### src/rtl/ps2_key_decoder.sv
// PS/2 keyboard front end: synchronizes/filters the raw lines, frames 11-bit packets, folds E0/F0
// prefixes into the ps2_key event word. Define PS2_PAUSE_COLLAPSE_EN to collapse the E1 Pause sequence.
module ps2_key_decoder #(
    parameter int FILTER_LEN = 8,
    parameter int TIMEOUT    = 12000
) (
    input  logic        clk_sys,
    input  logic        reset_n,
    input  logic        ps2_clk,
    input  logic        ps2_data,
    output logic [10:0] ps2_key,
    output logic        frame_err,
    output logic        busy
);
    localparam int TW = $clog2(TIMEOUT + 1);

    typedef enum logic [1:0] {IDLE, DATA, PARITY, STOP} state_t;

    state_t          state, state_nx;
    logic            clk_s1, clk_s2, dat_s1, dat_s2;
    logic            clk_f, clk_f_q;
    logic [7:0]      filt_cnt;
    logic            fall;
    logic [2:0]      bitcnt;
    logic [7:0]      shreg;
    logic            par_ok;
    logic [TW-1:0]   tcnt;
    logic            timeout;
    logic            byte_valid;
    logic            ext, rel;
`ifdef PS2_PAUSE_COLLAPSE_EN
    logic [2:0]      skip;
`endif

    // Synchronizers and clock filter; all idle-high so reset never produces a false fall.
    always_ff @(posedge clk_sys) begin
        if (!reset_n) begin
            clk_s1   <= 1'b1;
            clk_s2   <= 1'b1;
            dat_s1   <= 1'b1;
            dat_s2   <= 1'b1;
            clk_f    <= 1'b1;
            clk_f_q  <= 1'b1;
            filt_cnt <= '0;
        end else begin
            clk_s1  <= ps2_clk;
            clk_s2  <= clk_s1;
            dat_s1  <= ps2_data;
            dat_s2  <= dat_s1;
            clk_f_q <= clk_f;
            if (clk_s2 != clk_f) begin
                if (filt_cnt == 8'(FILTER_LEN - 1)) begin
                    clk_f    <= clk_s2;
                    filt_cnt <= '0;
                end else begin
                    filt_cnt <= filt_cnt + 8'd1;
                end
            end else begin
                filt_cnt <= '0;
            end
        end
    end

    assign fall    = clk_f_q & ~clk_f;
    // A fall in the same cycle as expiry keeps the frame alive.
    assign timeout = (state != IDLE) && !fall && (tcnt == TW'(TIMEOUT - 1));
    assign busy    = (state != IDLE);

    always_ff @(posedge clk_sys) begin
        if (!reset_n) state <= IDLE;
        else          state <= state_nx;
    end

    always_comb begin
        state_nx = state;
        if (timeout) begin
            state_nx = IDLE;
        end else if (fall) begin
            case (state)
                IDLE:    if (!dat_s2) state_nx = DATA;
                DATA:    if (bitcnt == 3'd7) state_nx = PARITY;
                PARITY:  state_nx = STOP;
                STOP:    state_nx = IDLE;
                default: state_nx = IDLE;
            endcase
        end
    end

    always_ff @(posedge clk_sys) begin
        if (!reset_n) begin
            bitcnt     <= '0;
            shreg      <= '0;
            par_ok     <= 1'b0;
            tcnt       <= '0;
            byte_valid <= 1'b0;
            frame_err  <= 1'b0;
        end else begin
            byte_valid <= 1'b0;
            frame_err  <= 1'b0;
            if (fall || state == IDLE) tcnt <= '0;
            else                       tcnt <= tcnt + 1'b1;
            if (timeout) begin
                frame_err <= 1'b1;
            end else if (fall) begin
                case (state)
                    IDLE:   bitcnt <= '0;
                    DATA: begin
                        shreg  <= {dat_s2, shreg[7:1]};
                        bitcnt <= bitcnt + 3'd1;
                    end
                    PARITY: par_ok <= ^{shreg, dat_s2};
                    STOP: begin
                        if (dat_s2 && par_ok) byte_valid <= 1'b1;
                        else                  frame_err  <= 1'b1;
                    end
                    default: ;
                endcase
            end
        end
    end

    // Byte decode: prefixes latch flags, real codes emit an event and clear them.
    always_ff @(posedge clk_sys) begin
        if (!reset_n) begin
            ps2_key <= '0;
            ext     <= 1'b0;
            rel     <= 1'b0;
`ifdef PS2_PAUSE_COLLAPSE_EN
            skip    <= '0;
`endif
        end else if (frame_err) begin
            ext <= 1'b0;
            rel <= 1'b0;
`ifdef PS2_PAUSE_COLLAPSE_EN
            skip <= '0;
`endif
        end else if (byte_valid) begin
`ifdef PS2_PAUSE_COLLAPSE_EN
            if (skip != 3'd0) begin
                skip <= skip - 3'd1;
                if (skip == 3'd1) ps2_key <= {~ps2_key[10], 1'b1, 1'b1, 8'h77};
            end else
`endif
            case (shreg)
                8'hE0: ext <= 1'b1;
                8'hF0: rel <= 1'b1;
                8'hAA, 8'hFA, 8'hEE, 8'hFE, 8'h00, 8'hFF: ;
`ifdef PS2_PAUSE_COLLAPSE_EN
                8'hE1: skip <= 3'd7;
`else
                8'hE1: ;
`endif
                default: begin
                    ps2_key <= {~ps2_key[10], ~rel, ext, shreg};
                    ext     <= 1'b0;
                    rel     <= 1'b0;
                end
            endcase
        end
    end
endmodule
### config.mk
export PLATFORM = sky130hd
export DESIGN_NAME = ps2_key_decoder
export DESIGN_NICKNAME = d
export VERILOG_FILES = /design/src/rtl/ps2_key_decoder.sv
export SDC_FILE = /design/constraint.sdc
export NUM_CORES = 1
export LEC_CHECK = 0
export CORE_ASPECT_RATIO = 1.25
export CORE_MARGIN = 2
export CORE_UTILIZATION = 40
export CTS_CLUSTER_SIZE = 28
export DETAILED_ROUTE_END_ITERATION = 8
export PLACE_DENSITY = 0.61
export SYNTH_ARGS = -nofsm -noshare
export SYNTH_HDL_FRONTEND = slang
export SYNTH_SLANG_ARGS = --single-unit
### constraint.sdc
create_clock -name clk_sys -period 2.17 [get_ports clk_sys]
set_input_delay 0.434 -clock clk_sys [delete_from_list [all_inputs] [get_ports clk_sys]]
set_output_delay 0.434 -clock clk_sys [all_outputs]
set_load 0.02 [all_outputs]
# Yosys cells after proc, flatten, opt, wreduce, memory -nomap -nowiden
# Index checks and enable logic that the tools add are counted.
[totals] ff_bits=57 input_bits=4 output_inout_bits=13 wordCells=87
[classes] n_addsub=3 eq_ne=17 muxes=11 bitwise_logic=13 n_reduce_logical=26
[ops] operator="$eq 8x8->1 const B" n=8
[ops] operator="$reduce_or 8->1" n=2
[ops] operator="$reduce_and 3->1" n=5
[ops] operator="$add 14x1->14 const B" n=1
[ops] operator="$eq 14x14->1 const B" n=1
[ops] operator="$not 1->1" n=12
[ops] operator="$reduce_or 9->1" n=1
[ops] operator="$reduce_xor 9->1" n=1
[ops] operator="$add 8x1->8 const B" n=1
[ops] operator="$eq 8x3->1 const B" n=1
[ops] operator="$logic_not 8->1" n=1
[ops] operator="$pmux 2 s4" n=1
[ops] operator="$pmux 3 s2" n=1
[ops] operator="$reduce_and 2->1" n=3
[ops] operator="$reduce_or 2->1" n=3
[ops] operator="$mux 1" n=5
[ops] operator="$eq 2x2->1 const B" n=2
[ops] operator="$mux 2" n=2
[ops] operator="$ne 2x2->1 const B" n=2
[ops] operator="$pmux 1 s2" n=2
[ops] operator="$reduce_bool 2->1" n=2
[ops] operator="$reduce_or 4->1" n=1
[ops] operator="$add 3x1->3 const B" n=1
[ops] operator="$eq 3x3->1 const B" n=1
[ops] operator="other kinds (8)" n=10

# Longest topological paths before layout
# Gate-level depths: netlist of run 1.
[depth] depth_word=7 ltp_mapped=7 ltp_nobuf=6

# Worst setup path after synthesis of run 1
# No wires, ideal clock.
[synth_path] path_type="register to register" start="register shreg[0]" end="register ps2_key[10]" setup_ps=72 t_arrival_ps=1676 required_ps=2098 slack_ps=422 path_stages_with_launch=8 cell_sequence="dfxtp_1 > buf_6 > or4_1 > o311a_1 > o211ai_2 > or3_4 > buf_12 > mux2i_1"
[synth_between] elab_chain_len=4 elab_cells_between_ends=12 classes_between="eq/ne (8); bitwise (1); reduce/logical (3)"
[synth_lines] item="start: declaration" line="25" text="logic [7:0] shreg;"
[synth_lines] item="start signal: assignment" line="108" text="shreg <= {dat_s2, shreg[7:1]};"
[synth_lines] item="$eq 8x8->1 / $logic_not 8->1 (equally long branches)" line="144" text="case (shreg)"
[synth_lines] item="$reduce_or 9->1 (no line) (*)"
[synth_lines] item="$not 1->1 (no line) (*)"
[synth_lines] item="$reduce_and 3->1 (no line) (*)"
[synth_lines] item="end signal: assignment" line="154" text="ps2_key <= {~ps2_key[10], ~rel, ext, shreg};"
[synth_lines] item="end: declaration" line="11" text="output logic [10:0] ps2_key,"
# Mark *: on every way between the ends. The rest lies on a longest branch, timed or not.
# A chain may end at the register's enable or synchronous reset.

# Worst setup path in the final report of run 1
[layout_path] start="register state[0]" end="output port busy"
[layout_between] elab_chain_len=1
[layout_lines] item="start: declaration" line="19" text="state_t state, state_nx;"
[layout_lines] item="start signal: assignment" line="71" text="else state <= state_nx;"
[layout_lines] item="$reduce_bool 2->1" line="67" text="assign busy = (state != IDLE);"
[layout_lines] item="end: declaration" line="13" text="output logic busy"
# Every way passes these cells.

==> impl_metrics.tcl, run 1 <==
set metrics [dict create \
    hold_path.class "reg2reg" \
    p_per_area_nw_per_um2 708 \
    wl_met1_um 2120 \
    critPathBufInv 3 \
    status "finished, final reports clean" \
    leakagePower_nw 1.16 \
    die_w_um 76.4 \
    endpoint_kind "primary output" \
    yosysSeqAreaShare_pct 43.6 \
    ys_ff_latch 57 \
    routed.top_layer "met4" \
    rsz0062_at_grt "no" \
    switching_share_pct 20.0 \
    fin_nets 311 \
    route.met2.wl_um 2100 \
    cts_buffers 9 \
    drv_slew 0 \
    synthCells 287 \
    hold_violations 0 \
    grt-ovfl-total 0 \
    clock_sinks 57 \
    grt_pass1_vias 1752 \
    period_share_pct 86.4 \
    tightest_slew_ns 0.440 \
    comb_power_share_pct 1.6 \
    diodes 0 \
    ys_warn_count 0 \
    period_needed_ns 1.87 \
    port_buffers 16 \
    instances_no_fill 388 \
    critPathTopFamily "buffers and inverters" \
    placed_cells 372 \
    internal-power_mw 1.69 \
    antenna_found_initial 0 \
    gp_congestion 0.752 \
    cts_tree "yes" \
    place_area_sq_um 2780 \
    cts_buffer_depth 2 \
    track_usage_pct 14.2 \
    rows 32 \
    first_pass_iters 4 \
    syn-num-nets 300 \
    postRouteAntennaNets 0 \
    required_ns 1.74 \
    initial_core_util_pct 41.9 \
    clockPowerShare_pct 48.6 \
    synthesis.area_sq_um 2620 \
    vias 1878 \
    io_pins 17 \
    met3_length_um 132 \
    grt_max_degree 47 \
    hold_ws_ns 0.407 \
    crit_chain "inv_1 -> ha_1 -> inv_1 -> dlygate4sd2_1" \
    drt_iter0_drc 76 \
    vias_per_cell 4.84 \
    die_h_um 94.5 \
    hold_buffers 0 \
    area_growth_pct 13.9 \
    max_stage_delay_ns 0.36 \
    cap_viol_max_count 0 \
    slew_headroom_pct 70.6 \
    cts_resized 1 \
    critPathLaunchType "register" \
    grt_pass1_wl_um 8000 \
    ir_worst_vdd_mv 0.387 \
    crit_type "reg2out" \
    post_synth.cell_area_avg_sq_um 9.12 \
    power.net_switching_mw 0.422 \
    crit_arrival_ns 1.44 \
    clk_pin_slew_ns 0.06 \
    synth.distinct_cells 40 \
    clk_root_buffer_cell "clkbuf_8" \
    cts_max_level 3 \
    slowest_stage "dfxtp_1" \
    setup_violations 0 \
    drive_gt1_share_pct 6.93 \
    die-area_sq_um 7210 \
    ys.flop_type "dfxtp_1" \
    clock_latency_ns 0.33 \
    seqPwrFrac_pct 49.8 \
    design_area_sq_um 2980 \
    skew_ns 0.00513 \
    synth_edf_count 0 \
    async_flop_share_pct 0 \
    wl_per_cell_um 11.5 \
    routed_wl_um 4470 \
    dp_hpwl_um 3020 \
    core-area_sq_um 6250 \
    drcViolationCount 0 \
    crit_path_frequent_cell "inv_1" \
    cts_setup_buffers 0 \
    max_freq_mhz 534 \
    finalSetupTns_ns 0 \
    cp_max_fo 5 \
]
[area by class of cell]
cell class | count | area (sq um)
clock buffer | 14 | 173
clock inverter | 2 | 35.0
fill | 633 | 3260
inverter | 6 | 22.5
multi-input combinational | 206 | 1320
sequential | 57 | 1140
tap | 85 | 106
timing repair buffer | 18 | 186
[registers in the layout (all words and copies together), names as in the netlist]
| name | cells |
|---|---|
| tcnt | 14 |
| ps2_key | 11 |
| filt_cnt | 8 |
| shreg | 8 |
| bitcnt | 3 |
| state | 2 |
| byte_valid | 1 |
| clk_f | 1 |
| clk_f_q | 1 |
| clk_s1 | 1 |
| clk_s2 | 1 |
| dat_s1 | 1 |
| dat_s2 | 1 |
| ext | 1 |
| frame_err | 1 |
| par_ok | 1 |
| rel | 1 |
[path summary, 6_finish.rpt]
path                            startpoint          to  slack [ns]  depth (start not counted)
worst max-delay path              state[0]        busy        0.30                          4
worst min-delay path                clk_s1      clk_s2        0.41                          1
worst max register to register    shreg[0]  ps2_key[0]        0.36                          5
worst min register to register      clk_s1      clk_s2        0.41                          1
[logic make-up (layout without fill, tap and decap cells)]
kind of cell | count (synthesis) | after routing | share of synthesized area, %
xor gates and xnor gates | 26 | 26 | 9.22
buffers and inverters | 24 | 40 | 6.12
adders and majority gates | 9 | 9 | 4.30
muxes | 14 | 14 | 5.35
and+or+nand+nor | 136 | 136 | 25.3
AOI/OAI and AO/OA | 21 | 21 | 6.12
DFF | 57 | 57 | 43.6
[power groups by stage]
stage / clock network, mW / logic, mW / registers [mW]
floorplan: 0 / 0.0214 / 1.08
global placement: 0 / 0.0341 / 1.08
detailed placement: 0 / 0.0343 / 1.08
CTS: 1.06 / 0.0345 / 1.05
global route: 1.11 / 0.0371 / 1.05
finish: 1.03 / 0.0335 / 1.05
[worst reg2reg max path, cell delays in order, from the launching register on]
cell      delay, ns
dfxtp_1        0.38
or4_1          0.54
o311a_1        0.16
o211ai_2       0.18
or3_4          0.28
mux2i_1        0.20
[metrics by stage]
| step | worst slack [ns] | util, % | power, mW |
|---|---|---|---|
| 2_1_floorplan | 0.422 | - | 1.10 |
| 3_3_place_gp | 0.394 | 44.4 | 1.11 |
| 3_5_place_dp | 0.349 | 44.4 | 1.11 |
| 4_1_cts | 0.261 | 47.7 | 2.15 |
| 5_1_grt | 0.175 | 47.7 | 2.20 |
| 6_report | 0.296 | 47.7 | 2.11 |
[layout by cell type (no fill, tap or decap), drive strengths merged, types with 3 or more instances in the layout]
master,synthesis,final
dfxtp,57,57
nand2,42,42
nor2,29,29
nand3,22,22
clkdlybuf4s50,0,15
mux2i,14,14
clkbuf,13,14
xor2,13,13
xnor2,12,12
a21boi,10,10
ha,9,9
nand2b,8,8
inv,6,6
and3,6,6
nand4,5,5
nor3,4,4
or4,4,4
nor2b,3,3
and2,3,3
o21ai,3,3
[cells in the mapped netlist (2+ instances only)]
cell / count / area (sq um)
and3_1: 5 / 31.3
nand2_1: 42 / 158
clkbuf_8: 3 / 41.3
nand4_1: 5 / 31.3
or2_2: 2 / 12.5
nand3_1: 22 / 110
nor2_1: 29 / 109
nor4b_1: 2 / 17.5
buf_6: 3 / 33.8
xor2_1: 13 / 114
inv_1: 6 / 22.5
nand2b_1: 8 / 50.1
nor3_1: 4 / 20.0
xnor2_1: 12 / 105
o21ai_0: 3 / 15.0
nor2b_1: 3 / 18.8
nor4_1: 2 / 12.5
clkbuf_1: 9 / 33.8
a32oi_1: 2 / 17.5
mux2i_1: 14 / 140
and2_1: 3 / 18.8
a21boi_0: 10 / 75.1
ha_1: 9 / 113
or4_1: 4 / 30.0
dfxtp_1: 57 / 1140
[layer usage]
| metal | vias to the layer above | track usage (%) |
|---|---|---|
| met5 | - | 0 |
| met4 | 0 | 9.55 |
| met3 | 11 | 4.02 |
| met2 | 28 | 23.2 |
| met1 | 853 | 16.3 |
| li1 | 986 | - |
No activity file was read; power rests on OpenSTA's default activity.
==> run 2: changes to the inputs <==
--- a/config.mk
+++ b/config.mk
@@ -11,6 +11,7 @@
 export CTS_CLUSTER_SIZE = 28
 export DETAILED_ROUTE_END_ITERATION = 8
 export PLACE_DENSITY = 0.61
+export SKIP_CTS_REPAIR_TIMING = 1
 export SYNTH_ARGS = -nofsm -noshare
 export SYNTH_HDL_FRONTEND = slang
 export SYNTH_SLANG_ARGS = --single-unit
==> run 2 against run 1 <==
Net effect: sequential power is essentially flat; via count is the same; fmax grew 3.3%; sequential cell count is the same; total power is the same; first-iteration DRC count is the same; combinational power is essentially flat; critical path type is now reg2reg; critical endpoint is now ps2_key[0]; highest routed layer unchanged.
==> impl_metrics.tcl, run 2 (synthesized netlist as in run 1, its figures left out) <==
set metrics [dict create \
    finalSetupTns_ns 0 \
    fin_nets 311 \
    grt_max_degree 47 \
    gp_congestion 0.752 \
    vias_per_cell 4.84 \
    cts_buffers 9 \
    final_common_cell "dfxtp_1" \
    seqPwrFrac_pct 49.8 \
    die_w_um 76.4 \
    final_cell_mix "dfxtp_1, nand2_1, nor2_1" \
    p_per_area_nw_per_um2 708 \
    clock_latency_ns 0.33 \
    wl_per_cell_um 11.5 \
    rows 32 \
    routed_wl_um 4470 \
    reg2reg_setup_slack_ns 0.36 \
    io_pins 17 \
    grt-ovfl-total 0 \
    regMostFlops "tcnt" \
    comb_power_share_pct 1.6 \
    clock_sinks 57 \
    rsz0062_at_grt "no" \
    required_ns 2.43 \
    hold-path-cell-count 1 \
    die_h_um 94.5 \
    first_pass_iters 4 \
    status "finished, final reports clean" \
    clk_pin_slew_ns 0.06 \
    ir_worst_vdd_mv 0.387 \
    cts_max_level 3 \
    drt_iter0_drc 76 \
    grt_pass1_vias 1752 \
    drive_gt1_share_pct 6.93 \
    dp_hpwl_um 3020 \
    diodes 0 \
    max_freq_mhz 551 \
    initial_core_util_pct 41.9 \
    postRouteAntennaNets 0 \
    hold_path.class "reg2reg" \
    core-area_sq_um 6250 \
    largestRegisters "tcnt (14), ps2_key (11)" \
    cp_max_fo 11 \
    critPathLaunchType "register" \
    largest_reg_flops 14 \
    die-area_sq_um 7210 \
    slew_headroom_pct 70.6 \
    clockPowerShare_pct 48.6 \
    design_area_sq_um 2990 \
    switching_share_pct 20.0 \
    crit_arrival_ns 2.08 \
    slowest_stage "or4_1" \
    power.net_switching_mw 0.422 \
    cts_tree "yes" \
    drcViolationCount 0 \
    max_stage_delay_ns 0.54 \
    place_area_sq_um 2780 \
    period_share_pct 83.6 \
    vias 1878 \
    critPathTopFamily "simple AND/OR/NAND/NOR gates" \
    reg2regPathDepth 5 \
    leakagePower_nw 1.17 \
    tightest_slew_ns 0.440 \
    internal-power_mw 1.69 \
    crit_chain "or4_1 -> o311a_1 -> o211ai_2 -> or3_4 -> mux2i_1" \
    area_growth_pct 14.0 \
    cts_buffer_depth 2 \
    hold_violations 0 \
    grt_pass1_wl_um 8000 \
    cap_viol_max_count 0 \
    cp.depth 5 \
    critPathBufInv 0 \
    skew_ns 0.00513 \
    crit_type "reg2reg" \
    period_needed_ns 1.81 \
    setup_violations 0 \
    drv_slew 0 \
    endpoint_kind "register" \
    clk_root_buffer_cell "clkbuf_8" \
    track_usage_pct 14.2 \
    antenna_found_initial 0 \
    hold_ws_ns 0.407 \
    port_buffers 16 \
]
-- run 2: final cells by class --
class	count	area [sq um]
clock buffers	14	173
clock inverters	2	35.0
fillers	632	3260
inverters	6	22.5
multi-input cells	206	1320
flip-flops and latches	57	1140
well taps	85	106
repair buffers	18	190
-- run 2: path summary, 6_finish.rpt --
path                 start          to
setup reg to reg  shreg[0]  ps2_key[0]
setup / recovery  shreg[0]  ps2_key[0]
hold reg to reg     clk_s1      clk_s2
hold / removal      clk_s1      clk_s2
-- run 2: routing by layer --
layer,global-route usage [%],wire length (um),vias up
li1,-,-,986
met1,16.3,2120,853
met2,23.2,2100,28
met3,4.02,130,11
met4,9.55,114,0
met5,0,0,-
-- run 2: stage by stage --
stage | total power [mW] | util (%) | instances | setup slack (ns)
after global placement | 1.11 | 44.4 | 372 | 0.394
after floorplan | 1.10 | - | 287 | 0.422
after global routing | 2.20 | 47.8 | 388 | 0.232
after detailed placement | 1.11 | 44.4 | 372 | 0.349
final | 2.11 | 47.8 | 388 | 0.357
after CTS | 2.15 | 47.8 | 388 | -0.0132
-- run 2: power groups by stage --
stage,clock network (mW),registers (mW),logic (mW)
floorplan,0,1.08,0.0214
global placement,0,1.08,0.0341
detailed placement,0,1.08,0.0343
CTS,1.06,1.05,0.0345
global route,1.11,1.05,0.0371
finish,1.03,1.05,0.0335
==> run 3: changes to the inputs <==
--- a/config.mk
+++ b/config.mk
@@ -10,7 +10,7 @@
 export CORE_UTILIZATION = 40
 export CTS_CLUSTER_SIZE = 28
 export DETAILED_ROUTE_END_ITERATION = 8
-export PLACE_DENSITY = 0.61
+export PLACE_DENSITY = 0.63
 export SKIP_CTS_REPAIR_TIMING = 1
 export SYNTH_ARGS = -nofsm -noshare
 export SYNTH_HDL_FRONTEND = slang
==> constraint.sdc (replaced) <==
create_clock -name clk_sys -period 1.6 [get_ports clk_sys]
set_input_delay 0.32 -clock clk_sys [delete_from_list [all_inputs] [get_ports clk_sys]]
set_output_delay 0.32 -clock clk_sys [all_outputs]
set_load 0.02 [all_outputs]
==> run 3 against run 2 <==
Net effect: the flow now finishes with violations (negative setup slack); setup slack worse by 0.43 ns; total power is 25% higher; final cell count is 5.9% higher; first-iteration DRC count is 11% higher; clock-buffer cell count is 4 lower; non-clock buffer count is 23 higher; sequential cell count stayed put; clock power is 13% higher; clock skew is 0.00059 ns higher; critical path depth stayed put; worst hold slack hardly changed; critical path type unchanged; critical endpoint is now ps2_key[4]; largest power group unchanged; highest routed layer unchanged.
==> impl_metrics.tcl, run 3 (synthesized netlist as in run 1, its figures left out) <==
set metrics [dict create \
    nFillCells 608 \
    die_w_um 76.4 \
    clk_pin_slew_ns 0.07 \
    crit_arrival_ns 1.90 \
    max_freq_mhz 597 \
    setup_violations 12 \
    cts_tree "yes" \
    cap_viol_max_count 0 \
    dp_hpwl_um 3360 \
    regMostFlops "tcnt" \
    cp_max_fo 10 \
    area_growth_pct 22.0 \
    reg2reg_from "shreg[6]" \
    violations "negative setup slack" \
    finalPower_mw 2.64 \
    largest_reg_flops 14 \
    wl_per_cell_um 12.0 \
    instances_no_fill 411 \
    power.net_switching_mw 0.603 \
    clk_root_buffer_cell "clkbuf_8" \
    clock_latency_ns 0.34 \
    antenna_found_initial 0 \
    drcViolationCount 0 \
    required_ns 1.83 \
    status "finished, violations left" \
    r2r_end "ps2_key[4]" \
    reg2reg_setup_slack_ns -0.08 \
    port_buffers 16 \
    reg2regPathDepth 5 \
    clockPowerShare_pct 43.9 \
    drt_iter0_drc 84 \
    rows 32 \
    slowest_stage "or3_2" \
    cts_buffer_depth 2 \
    critPathBufInv 1 \
    postRouteAntennaNets 0 \
    initial_core_util_pct 41.9 \
    seqPwrFrac_pct 54.0 \
    grt_max_degree 21 \
    diodes 0 \
    grt-ovfl-total 0 \
    routed_wl_um 4950 \
    critPathTopFamily "simple AND/OR/NAND/NOR gates" \
    startpoint "shreg[6]" \
    leakagePower_nw 1.48 \
    hold-path-cell-count 1 \
    die-area_sq_um 7210 \
    drv_slew 0 \
    vias 1968 \
    gp_congestion 0.798 \
    grt_pass1_vias 1966 \
    endpoint_kind "register" \
    comb_power_share_pct 2.1 \
    fin_nets 335 \
    min_from "clk_s1" \
    cts_buffers 9 \
    clock_sinks 57 \
    drive_gt1_share_pct 16.9 \
    final_common_cell "dfxtp_1" \
    cts_max_level 3 \
    vias_per_cell 4.79 \
    hold_end "clk_s2" \
    p_per_area_nw_per_um2 828 \
    period_needed_ns 1.68 \
    fin_ws_ns -0.0764 \
    period_share_pct 105 \
    critPathLaunchType "register" \
    first_pass_iters 5 \
    crit_type "reg2reg" \
    tightest_slew_ns 0.345 \
    slew_headroom_pct 76.8 \
    hold_path.class "reg2reg" \
    grt_pass1_wl_um 8360 \
    track_usage_pct 14.8 \
    hold_violations 0 \
    fin_util_pct 51.2 \
    internal-power_mw 2.04 \
    io_pins 17 \
    skew_ns 0.00572 \
    placed_cells 395 \
    final_cell_mix "dfxtp_1, nand2_1, nor2_1" \
    rsz0062_at_grt "yes" \
    core-area_sq_um 6250 \
    die_h_um 94.5 \
    max_stage_delay_ns 0.56 \
    largestRegisters "tcnt (14), ps2_key (11)" \
    switching_share_pct 22.8 \
    crit_chain "buf_4 -> and3_2 -> and2_1 -> or3_2 -> mux2i_1" \
    ir_worst_vdd_mv 0.533 \
]
run 3: cell count changes in the layout (fill, tap and decap cells not counted), moves of 3 or more:
cell             delta
buf_4              +21
clkdlybuf4s50_1    -12
dlymetal6s2s_1     +11
clkinvlp_4          +3
run 3: worst max path at each step:
stage / cells past startpoint / slack, ns / endpoint
6_report: 5 / -0.08 / ps2_key[4]
5_1_grt: 5 / -0.15 / ps2_key[2]
3_3_place_gp: 5 / -0.08 / ps2_key[4]
4_1_cts: 4 / -0.35 / busy
2_1_floorplan: 7 / -0.14 / ps2_key[10]
3_5_place_dp: 5 / -0.10 / ps2_key[3]
run 3: area by class of cell:
| class | instances | area [sq um] | area share, % |
|---|---|---|---|
| Clock buffer | 10 | 138 | 4.31 |
| Clock inverter | 5 | 32.5 | 1.02 |
| Inverter | 6 | 22.5 | 0.705 |
| Multi-Input combinational cell | 207 | 1350 | 42.3 |
| Sequential cell | 57 | 1140 | 35.7 |
| Tap cell | 85 | 106 | 3.33 |
| Timing Repair Buffer | 41 | 402 | 12.6 |
run 3: metal layers:
metal	track usage [%]	routed length (um)	up-vias	part of all wire [%]
li1	-	-	1036	-
met1	16.5	2290	895	46
met2	25.2	2410	27	49
met3	2.87	133	10	2.7
met4	10.8	110	0	2.2
met5	0	0	-	0
run 3: power groups by stage:
stage               clock, mW  sequential [mW]  combinational (mW)
finish                   1.16             1.43              0.0563
global placement            0             1.46              0.0557
detailed placement          0             1.46              0.0565
floorplan                   0             1.46              0.0290
global route             1.26             1.43              0.0617
CTS                      1.21             1.43              0.0566
run 3: stage by stage:
stage / hold WS [ns] / setup WS [ns] / TNS, ns / instance area [sq um]
2_1_floorplan: 0.386 / -0.144 / -1.46 / 2620
3_3_place_gp: 0.389 / -0.0789 / -0.920 / 2960
3_5_place_dp: 0.393 / -0.104 / -1.34 / 2960
4_1_cts: 0.408 / -0.349 / -2.12 / 3130
5_1_grt: 0.439 / -0.153 / -1.71 / 3200
6_report: 0.407 / -0.0764 / -0.630 / 3200
run 3: worst register-to-register path, cell delays in order, from the launching register on:
cell and delay (ns):
dfxtp_1 0.31, buf_4 0.16, and3_2 0.22, and2_1 0.16
or3_2 0.56, mux2i_1 0.15
